[src/rtl/osd_pkg.sv]
// Shared parameters, derived widths, register selects and FSM states for the
// OSD string scheduler and its glyph address mapper.
package osd_pkg;

  localparam int PAGES         = 2;
  localparam int PNG_W         = 64;
  localparam int PNG_H         = 64;
  localparam int FRAME_W       = 640;
  localparam int FRAME_H       = 480;
  localparam int STRING_LENGTH = 60;
  localparam int DATA_WIDTH    = 24;
  localparam int CHAR_ENCODING = 12;
  localparam int CELL_W        = 8;
  localparam int CELL_H        = 16;
  localparam int CODE_W        = 8;

  localparam int ADDR_W = $clog2(PAGES * PNG_W * PNG_H);
  localparam int X_W    = $clog2(FRAME_W - 2) + 1;
  localparam int Y_W    = $clog2(FRAME_H - 2) + 1;
  localparam int IDX_W  = $clog2(STRING_LENGTH);

  localparam int GLYPHS_PER_ROW = PNG_W / CELL_W;
  localparam int GLYPH_ROWS     = PAGES * PNG_H / CELL_H;
  localparam int NUM_GLYPHS     = GLYPHS_PER_ROW * GLYPH_ROWS;

  // Bit-slice geometry: glyph index splits into row/column, each a power-of-2 shift.
  localparam int COL_W     = $clog2(GLYPHS_PER_ROW);
  localparam int GLYPH_W   = $clog2(NUM_GLYPHS);
  localparam int ROW_SHIFT = $clog2(PNG_W * CELL_H);
  localparam int COL_SHIFT = $clog2(CELL_W);

  localparam logic [2:0] CFG_X     = 3'd0;
  localparam logic [2:0] CFG_Y     = 3'd1;
  localparam logic [2:0] CFG_COLOR = 3'd2;
  localparam logic [2:0] CFG_CW    = 3'd3;
  localparam logic [2:0] CFG_CL    = 3'd4;
  localparam logic [2:0] CFG_EN    = 3'd5;

  typedef enum logic [1:0] {
    ST_IDLE     = 2'd0,
    ST_WAIT_SOF = 2'd1,
    ST_ACTIVE   = 2'd2,
    ST_BLANK    = 2'd3
  } osd_state_e;

endpackage

[src/rtl/osd_glyph_addr.sv]
// Combinational mapping from character code to glyph base address in the atlas;
// out-of-range codes or string indices fall back to glyph 0.
module osd_glyph_addr
  import osd_pkg::*;
(
  input  logic [CODE_W-1:0] code_i,
  input  logic              idx_ok_i,
  output logic [ADDR_W-1:0] base_o
);

  logic [GLYPH_W-1:0] glyph_s;

  // Row = upper glyph bits, column = lower glyph bits; both scale by constant shifts.
  always_comb begin
    glyph_s = '0;
    if (idx_ok_i && (int'(code_i) < NUM_GLYPHS)) begin
      glyph_s = code_i[GLYPH_W-1:0];
    end else begin
      glyph_s = '0;
    end
    base_o = (ADDR_W'(glyph_s[GLYPH_W-1:COL_W]) << ROW_SHIFT)
           | (ADDR_W'(glyph_s[COL_W-1:0]) << COL_SHIFT);
  end

endmodule

[src/rtl/osd_string_scheduler.sv]
// Double-buffered OSD string/config holder: shadow writes become active only at a
// frame boundary, and each character index is turned into a glyph base address.
module osd_string_scheduler
  import osd_pkg::*;
(
  input  logic                     pix_clk,
  input  logic                     rst_n,
  input  logic                     fval,
  input  logic [IDX_W-1:0]         char_count,
  input  logic                     wr_en,
  input  logic [IDX_W-1:0]         wr_addr,
  input  logic [CODE_W-1:0]        wr_data,
  input  logic                     cfg_wr,
  input  logic [2:0]               cfg_sel,
  input  logic [DATA_WIDTH-1:0]    cfg_data,
  input  logic                     commit_req,
  output logic [ADDR_W-1:0]        pattern_addr,
  output logic [DATA_WIDTH-1:0]    char_color,
  output logic [CHAR_ENCODING-1:0] char_width,
  output logic [CHAR_ENCODING-1:0] char_length,
  output logic [X_W-1:0]           start_x,
  output logic [Y_W-1:0]           start_y,
  output logic                     overlay_en,
  output logic                     commit_ack,
  output logic                     wr_err
);

  osd_state_e state_q, state_d;
  logic       pending_q, pending_d;
  logic       apply_s;
  logic       sel_q;
  logic [CODE_W-1:0] bank_q [2][STRING_LENGTH];

  logic [X_W-1:0]           sh_x_q, sh_x_d;
  logic [Y_W-1:0]           sh_y_q, sh_y_d;
  logic [DATA_WIDTH-1:0]    sh_color_q, sh_color_d;
  logic [CHAR_ENCODING-1:0] sh_cw_q, sh_cw_d;
  logic [CHAR_ENCODING-1:0] sh_cl_q, sh_cl_d;
  logic                     sh_en_q, sh_en_d;

  logic [X_W-1:0]           x_q;
  logic [Y_W-1:0]           y_q;
  logic [DATA_WIDTH-1:0]    color_q;
  logic [CHAR_ENCODING-1:0] cw_q, cl_q;
  logic                     en_q, ack_q, err_q;
  logic [ADDR_W-1:0]        addr_q;

  logic                wr_bad_s, cfg_bad_s, idx_ok_s;
  logic [IDX_W-1:0]    rd_idx_s;
  logic [CODE_W-1:0]   code_s;
  logic [ADDR_W-1:0]   glyph_base_s;

  assign wr_bad_s  = wr_en && (int'(wr_addr) >= STRING_LENGTH);
  assign cfg_bad_s = cfg_wr && (cfg_sel > CFG_EN);
  assign idx_ok_s  = int'(char_count) < STRING_LENGTH;
  assign rd_idx_s  = idx_ok_s ? char_count : '0;
  assign code_s    = bank_q[sel_q][rd_idx_s];

  osd_glyph_addr u_glyph_addr (
    .code_i   (code_s),
    .idx_ok_i (idx_ok_s),
    .base_o   (glyph_base_s)
  );

  // Shadow config next-state from host register writes.
  always_comb begin
    sh_x_d     = sh_x_q;
    sh_y_d     = sh_y_q;
    sh_color_d = sh_color_q;
    sh_cw_d    = sh_cw_q;
    sh_cl_d    = sh_cl_q;
    sh_en_d    = sh_en_q;
    if (cfg_wr) begin
      case (cfg_sel)
        CFG_X:     sh_x_d     = cfg_data[X_W-1:0];
        CFG_Y:     sh_y_d     = cfg_data[Y_W-1:0];
        CFG_COLOR: sh_color_d = cfg_data;
        CFG_CW:    sh_cw_d    = cfg_data[CHAR_ENCODING-1:0];
        CFG_CL:    sh_cl_d    = cfg_data[CHAR_ENCODING-1:0];
        CFG_EN:    sh_en_d    = cfg_data[0];
        default:   sh_en_d    = sh_en_q;
      endcase
    end else begin
      sh_en_d = sh_en_q;
    end
  end

  // Frame tracking FSM and commit arbitration; a commit never lands inside ACTIVE.
  always_comb begin
    state_d   = state_q;
    apply_s   = pending_q && (state_q != ST_ACTIVE) && !fval;
    pending_d = commit_req || (pending_q && !apply_s);
    case (state_q)
      ST_IDLE:     state_d = ST_IDLE;
      ST_WAIT_SOF: state_d = fval ? ST_ACTIVE : ST_WAIT_SOF;
      ST_ACTIVE:   state_d = fval ? ST_ACTIVE : ST_BLANK;
      ST_BLANK:    state_d = fval ? ST_ACTIVE : ST_BLANK;
      default:     state_d = ST_IDLE;
    endcase
    if (apply_s && !sh_en_d) begin
      state_d = ST_IDLE;
    end else if (apply_s && (state_q == ST_IDLE)) begin
      state_d = ST_WAIT_SOF;
    end else begin
      state_d = state_d;
    end
  end

  // Control, shadow config and active (output) registers.
  always_ff @(posedge pix_clk or negedge rst_n) begin
    if (!rst_n) begin
      state_q    <= ST_IDLE;
      pending_q  <= 1'b0;
      sel_q      <= 1'b0;
      sh_x_q     <= '0;
      sh_y_q     <= '0;
      sh_color_q <= '0;
      // Untouched width/length commit back to the native cell size.
      sh_cw_q    <= CHAR_ENCODING'(CELL_W);
      sh_cl_q    <= CHAR_ENCODING'(CELL_H);
      sh_en_q    <= 1'b0;
      x_q        <= '0;
      y_q        <= '1;
      color_q    <= '0;
      cw_q       <= CHAR_ENCODING'(CELL_W);
      cl_q       <= CHAR_ENCODING'(CELL_H);
      en_q       <= 1'b0;
      ack_q      <= 1'b0;
      err_q      <= 1'b0;
      addr_q     <= '0;
    end else begin
      state_q    <= state_d;
      pending_q  <= pending_d;
      sh_x_q     <= sh_x_d;
      sh_y_q     <= sh_y_d;
      sh_color_q <= sh_color_d;
      sh_cw_q    <= sh_cw_d;
      sh_cl_q    <= sh_cl_d;
      sh_en_q    <= sh_en_d;
      ack_q      <= apply_s;
      err_q      <= wr_bad_s || cfg_bad_s;
      addr_q     <= en_q ? glyph_base_s : '0;
      if (apply_s) begin
        sel_q   <= ~sel_q;
        x_q     <= sh_x_d;
        y_q     <= sh_en_d ? sh_y_d : '1;
        color_q <= sh_color_d;
        cw_q    <= sh_cw_d;
        cl_q    <= sh_cl_d;
        en_q    <= sh_en_d;
      end
    end
  end

  // String banks; the write target flips with sel_q on the same edge, so a
  // write coinciding with a commit ends up in the newly active bank.
  always_ff @(posedge pix_clk or negedge rst_n) begin
    if (!rst_n) begin
      for (int b = 0; b < 2; b++) begin
        for (int i = 0; i < STRING_LENGTH; i++) begin
          bank_q[b][i] <= '0;
        end
      end
    end else if (wr_en && !wr_bad_s) begin
      bank_q[~sel_q][wr_addr] <= wr_data;
    end
  end

  assign pattern_addr = addr_q;
  assign char_color   = color_q;
  assign char_width   = cw_q;
  assign char_length  = cl_q;
  assign start_x      = x_q;
  assign start_y      = y_q;
  assign overlay_en   = en_q;
  assign commit_ack   = ack_q;
  assign wr_err       = err_q;

endmodule

[config.mk]
export PLATFORM = sky130hd
export DESIGN_NAME = osd_string_scheduler
export DESIGN_NICKNAME = d
export VERILOG_FILES = /design/src/rtl/osd_pkg.sv /design/src/rtl/osd_glyph_addr.sv /design/src/rtl/osd_string_scheduler.sv
export SDC_FILE = /design/constraint.sdc
export NUM_CORES = 2
export LEC_CHECK = 0
export CAP_MARGIN = 30
export CORE_AREA = 2 2 334 336
export CTS_BUF_LIST = sky130_fd_sc_hd__clkbuf_16
export DETAILED_ROUTE_END_ITERATION = 6
export DIE_AREA = 0 0 336 338
export PLACE_DENSITY = 0.74
export SYNTH_ARGS = -nofsm -noshare
export SYNTH_HDL_FRONTEND = slang
export SYNTH_SLANG_ARGS = --single-unit
[constraint.sdc]
create_clock -name pix_clk -period 2.6 [get_ports pix_clk]
set_input_delay 0.52 -clock pix_clk [delete_from_list [all_inputs] [get_ports pix_clk]]
set_output_delay 0.52 -clock pix_clk [all_outputs]
set_load 0.1 [all_outputs]
## After elaboration in Yosys (flattened, before gate mapping)

Cells that the tools add are included.

- Memory bits (read-only): 0
- Logic and storage cells: 215
- Bits in registers: 1119
- Latch bits: 0
- RAM bits: 0
- Memories: 0
- Input bits: 53
- Output and inout port bits: 85

- Muxes and demuxes: 32
- Reductions and logical operators: 20
- Magnitude comparators: 10
- Eq/ne operators: 9
- Shift operators: 0
- Multiply operators: 0
- Div/mod/pow operators: 0
- Add/sub/neg operators: 0
- Bitwise logic cells: 6

Operators with widths:

| operator | number |
|---|---|
| two-way mux 480 bit | 4 |
| bitwise mux 960 bit | 1 |
| demux 480 bit (select 1 bit) | 1 |
| binary-select mux 8 bit (select 6 bit) | 1 |
| demux 8 bit (select 6 bit) | 1 |
| two-way mux 12 bit | 4 |
| two-way mux 24 bit | 2 |
| two-way mux 10 bit | 3 |
| two-way mux 8 bit | 3 |
| two-way mux 11 bit | 2 |
| greater-or-equal comparator 7 bit (second input constant) | 2 |
| NOT 6 -> 7 bit | 2 |
| two-way mux 13 bit | 1 |
| OR 13 x 6 -> 13 bit | 1 |
| two-way mux 6 bit | 2 |
| logical AND 1 bit | 11 |
| less-than comparator 8 x 7 -> 1 bit (second input constant) | 1 |
| less-than comparator 7 x 1 -> 1 bit (second input constant) | 1 |
| equality test 3 x 2 -> 1 bit (second input constant) | 2 |
| equality test 3 bit (second input constant) | 2 |
| greater-or-equal comparator 6 bit (second input constant) | 1 |
| less-than comparator 6 bit (second input constant) | 1 |
| two-way mux 2 bit | 3 |
| one-hot mux 2 bit (3 select lines) | 1 |
| other kinds (15) | 24 |

## Longest topological paths before layout

- Depth after elaboration: 12
- Mapped depth: 12
- Mapped depth without buffers: 8

## By module

A second synthesis with hierarchy kept.

- Cells, all modules: 3541
- Area, all modules: 50131.8 um^2

Modules (own cells, without submodules):

| module | cells an instance | times used | sequential area each (um^2) | area each (um^2) |
|---|---|---|---|---|
| osd_string_scheduler | 3527 | 1 | 28019.4 | 50000.5 |
| osd_glyph_addr | 14 | 1 | 0.0 | 131.4 |

## Worst setup path before layout

OpenSTA, ideal clock, no wires.

- Path type: in2reg
- From: in char_count[2]
- To: reg addr_q[11] (netlist: pattern_addr[11])
- Slack: 13 ps
- Data arrival time: 2461 ps
- Stages: 10
- Buffers on the path: 4
- Setup time: 126 ps
- Required time: 2474 ps
- Path through: buf_2 -> and4_4 -> nor2_2 -> buf_4 -> buf_6 -> buf_2 -> mux4_2 -> a211oi_1 -> o31ai_1 -> o311a_1

- Cells in the longest elaborated chain, start to end: 11

Ends and longest elaborated chain:

| element | line | RTL |
|---|---|---|
| start, declared | osd_string_scheduler.sv:9 | `input logic [IDX_W-1:0] char_count,` |
| less-than comparator 6 bit | osd_string_scheduler.sv:55 | `assign idx_ok_s = int'(char_count) < STRING_LENGTH;` |
| two-way mux 6 bit | osd_string_scheduler.sv:56 | `assign rd_idx_s = idx_ok_s ? char_count : '0;` |
| NOT 6 -> 7 bit (not written as such) | osd_string_scheduler.sv:57 | `assign code_s = bank_q[sel_q][rd_idx_s];` |
| binary-select mux 8 bit (select 6 bit) | osd_string_scheduler.sv:57 |  |
| two-way mux 8 bit (not written as such) (2 in series) | osd_string_scheduler.sv:57 |  |
| less-than comparator 8 x 7 -> 1 bit | osd_glyph_addr.sv:16 | `if (idx_ok_i && (int'(code_i) < NUM_GLYPHS)) begin` |
| logical AND 1 bit | osd_glyph_addr.sv:16 |  |
| two-way mux 6 bit * | osd_glyph_addr.sv:16 |  |
| OR 13 x 6 -> 13 bit * | osd_glyph_addr.sv:22 | `\| (ADDR_W'(glyph_s[COL_W-1:0]) << COL_SHIFT);` |
| two-way mux 13 bit * | osd_string_scheduler.sv:142 | `addr_q <= en_q ? glyph_base_s : '0;` |
| end signal, assigned | osd_string_scheduler.sv:142 |  |
| end, declared | osd_string_scheduler.sv:46 | `logic [ADDR_W-1:0] addr_q;` |

Every way passes the cells marked *; elsewhere a longest branch is shown, timed or not. The select of a mux whose other input is x is not followed.
A chain may end at the register's enable or synchronous reset.

## Worst setup path after layout

- From: reg sel_q
- To: reg addr_q[12] (netlist: pattern_addr[12])

- Cells in the longest elaborated chain, start to end: 12

Ends and longest elaborated chain:

| element | line | RTL |
|---|---|---|
| start, declared | osd_string_scheduler.sv:31 | `logic sel_q;` |
| start signal, assigned | osd_string_scheduler.sv:144 | `sel_q <= ~sel_q;` |
| NOT 1 -> 2 bit (not written as such) * | osd_string_scheduler.sv:57 |  |
| two-way mux 480 bit (not written as such) * (3 in series) | osd_string_scheduler.sv:57 |  |
| binary-select mux 8 bit (select 6 bit) * | osd_string_scheduler.sv:57 |  |
| two-way mux 8 bit (not written as such) * (2 in series) | osd_string_scheduler.sv:57 |  |
| less-than comparator 8 x 7 -> 1 bit | osd_glyph_addr.sv:16 |  |
| logical AND 1 bit | osd_glyph_addr.sv:16 |  |
| two-way mux 6 bit * | osd_glyph_addr.sv:16 |  |
| OR 13 x 6 -> 13 bit * | osd_glyph_addr.sv:22 |  |
| two-way mux 13 bit * | osd_string_scheduler.sv:142 |  |

Marks and branches as above.

==> summary.md <==
| Metric | Value |
|---|---|
| Largest area contributor in the netlist | dfrtp_1 |
| Initial drt markers | 3073 |
| Wl on met1 | 59100 um |
| Design Area, Final | 60800 um^2 |
| Initial antenna violation count | 4 |
| Die Wd | 336 um |
| Fin. Hold Viols | 0 |
| Worst vdd ir | slightly above 1000 uV |
| Post-Place Setup Slack | -0.987 ns |
| Pwr dens | just over 900 nW/um^2 |
| Setup repair after global routing missed its margin | yes |
| Slew HR | 0.511 |
| Share of cells above drive strength 1 | 0.506 |
| Status | finished, violations left |
| Routed len/inst | 26.0 um |
| Highest routed layer | met5 |
| CTS tree | done |
| Hold crit path type | in -> reg |
| Post-synth top area share | 0.558 |
| Vert. Die Dim | between 300 and 400 um |
| Internal Power | approximately 0.037 W |
| Routed WL | 147000 um |
| Kind of critical path | reg -> reg |
| Htree depth | 3 |
| Yosys warnings | 0 |
| Sequential share of the synthesized area | 0.566 |
| Comb pwr share | 0.310 |
| Gp weighted congestion | about 0.98 |
| Fin Setup TNS | -0.484 ns |
| Min Tclk post-route | 2.71 ns |
| Met2 Wirelength | 67200 um |
| WP data required | 3.21 ns |
| Failing checks | negative setup slack |
| Final non-filler cell total | 5641 |
| Total vias in the final route | around 33000 |
| Leakage power | between 20 and 30 nW |
| Synth top area cells | dfrtp_1, mux2_2, mux4_2 |
| Total CTS buffers | 111 |
| Post-Route Utilization | 0.552 |
| Core area | around 110000 um^2 |
| Longest Clk Path Bufs | 3 |
| Max incr delay on CP | about 0.52 ns |
| Avg Cell Area, Syn | about 14 um^2 |
| Die ar. | around 110000 um^2 |
| GR Util All Layers | 0.258 |
| Vias in the first global route | 34300 |
| Clock power frac | 0.290 |
| Final ANT Viol Nets | 0 |
| Post-synth top flop | dfrtp_1 |
| Worst EP arrival | about 3.3 ns |
| Initial Utilization | 0.447 |
| Placed Cells | 5406 |
| Met3 Wirelength | 12600 um |
| First-pass GRT wire length | about 220000 um |
| Post-Place Cell Area | 56100 um^2 |
| DR DRC count | 0 |
| Post-Synthesis Cells | 3521 |
| Drt via density | 5.90 |
| Register bit count reported by yosys | 1112 |
| DP Wirelength | between 90000 and 100000 um |
| Setup ws final | -0.105 ns |
| I/O pin cnt | between 100 and 150 |
| Switching portion of total power | 0.339 |
| Yosys cell types | 71 |
| CP max FO | 15 |
| Clk root buf | clkbuf_16 |
| Final #Nets | approximately 4100 |
| # rows | 122 |
| TritonRoute pass-1 iters | 6 |
| IO buf count | 130 |
| Final critical-path share of the clock period | 1.04 |
| Final slew viol count | 0 |
| Tightest Pin Transition | 0.734 ns |
| Switch Pwr | about 0.019 W |
| Area growth syn-to-layout | 23.5% |
| Setup Viol. Count Final | 6 |
| Cell area after synthesis | 49200 um^2 |
| Slowest stage cell, crit path | dfrtp_4 |
| Post-synth EDFFs | 0 |
| Clock Pin Slew Worst Setup and Hold Paths | around 0.06 ns |
| GRT overflow | 0 |
| Crit path capture type | flop |
| Skew-Pair Late Insertion Delay | 0.72 ns |
| Power share of the sequential group | 0.400 |
| Max-cap violations | 0 |
| Worst setup SP type | flop |
| Post-synth ARST share | 1.00 |
| Largest net degree at the start of global routing | between 100 and 150 |
| R2R Setup Slk | -0.11 ns |
| N_diodes | 0 |
| Crit-path cells | buf_4, buf_8, bufbuf_16, a221oi_2, a21oi_2, a22oi_1, nand4_1, a32oi_2, a221oi_4, nor3b_2 |
| CTS sink count | 1112 |
| Max Clock Freq | 370 MHz |
| Clk_skew | between 0.05 and 0.06 ns |
-- registers in the layout (all words and copies together) (netlist names), 2 cells and up --
signal        flops
char_width       12
sh_y_q           10
sh_x_q           11
sh_cl_q          12
sh_color_q       24
pattern_addr      6
char_color       24
char_length      12
start_x          11
bank_q          960
sh_cw_q          12
state_q           2
start_y          10
-- critical path: cells and delay by family (launching register included) --
family          cells  cell delay [ns]
simple gates        2             0.40
flops               1             0.52
compound gates      5             1.05
buf+inv             3             0.65
-- kinds of logic (layout without fill, tap and decap cells) --
logic type,after synthesis,after routing,synth area share
buffers and inverters,260,886,0.0233
AO/OA/AOI/OAI,262,262,0.0370
multiplexers,1201,1201,0.312
flip-flops,1112,1112,0.566
other,1,7,0.0000762
AND/OR/NAND/NOR,684,684,0.0616
XOR/XNOR,1,1,0.000178
-- placed cells by master (no fill, tap or decap), drive strengths merged, types with 7 or more instances in the layout --
cell,instances
a2111oi,10
a211oi,14
a21oi,47
a31oi,12
and3,12
buf,620
bufinv,14
clkbuf,114
clkdlybuf4s50,38
clkinv,42
conb,7
dfrtp,1098
dfstp,14
inv,49
mux2,1030
mux2i,8
mux4,163
nand2,332
nand3,32
nand4,7
nor2,167
nor3,82
o211ai,12
o21ai,48
o22ai,30
o311ai,19
o31ai,11
or3,14
or4,8
-- power by group through the flow --
stage          Clock (W)  Sequential [W]  Combinational [W]
2_1_floorplan          0          0.0257            0.00681
3_3_place_gp           0          0.0223             0.0152
3_5_place_dp           0          0.0224             0.0155
4_1_cts           0.0162          0.0221             0.0166
5_1_grt           0.0170          0.0225             0.0179
6_report          0.0161          0.0221             0.0172
-- cell usage after synthesis (9+ instances only) --
cell / n
and3_1: 12
o21ai_0: 47
nand2_2: 9
o31ai_1: 11
mux2_2: 1030
nand2_1: 323
o22ai_1: 30
o211ai_1: 12
inv_1: 15
nor3_1: 81
a2111oi_0: 9
nand3_1: 32
or3_1: 14
clkbuf_1: 164
a21oi_1: 47
nor2_2: 26
nor2_1: 141
o311ai_0: 18
mux4_2: 163
dfrtp_1: 1098
buf_2: 47
a31oi_1: 12
buf_4: 24
dfstp_2: 14
a211oi_1: 14
-- per-stage QoR --
step	power (W)	hold slack [ns]
finish	0.0554	0.331
global route	0.0574	0.331
CTS	0.0549	0.301
detailed placement	0.0379	0.463
global placement	0.0375	0.454
floorplan	0.0325	0.224
-- what timing repair did --
action	in CTS	in global routing
hold buffers	1	0
setup buffers	18	12
cloned	4	2
pin swaps	11	25
resized for setup	72	72
hold endpoints to repair	21	0
setup endpoints to repair	197	138
-- layer usage --
| metal | up-vias | global-route usage |
|---|---|---|
| li1 | 13900 | - |
| met2 | 1394 | 0.397 |
| met3 | 420 | 0.0614 |
| met4 | 6 | 0.123 |
| met1 | 17600 | 0.347 |
| met5 | - | 0 |
-- final timing paths --
kind | startpoint | to | cells after the start
setup / recovery | sel_q | pattern_addr[12] | 10
max in group asynchronous | rst_n | start_y[9] | 4
setup reg to reg | sel_q | pattern_addr[12] | 10
hold / removal | wr_data[2] | bank_q[714] | 2
min in group asynchronous | rst_n | bank_q[464] | 2
hold reg to reg | char_length[4] | char_length[4] | 2
-- area by class of cell --
cell class | count | area [um^2]
fillers | 8591 | 49300
multi-input cells | 2155 | 20700
clock buffers | 112 | 2800
flip-flops and latches | 1112 | 27800
well taps | 1488 | 1860
clock inverters | 90 | 807
inverters | 16 | 76.3
repair buffers | 668 | 6720
Power figures use the tool's default switching activity.
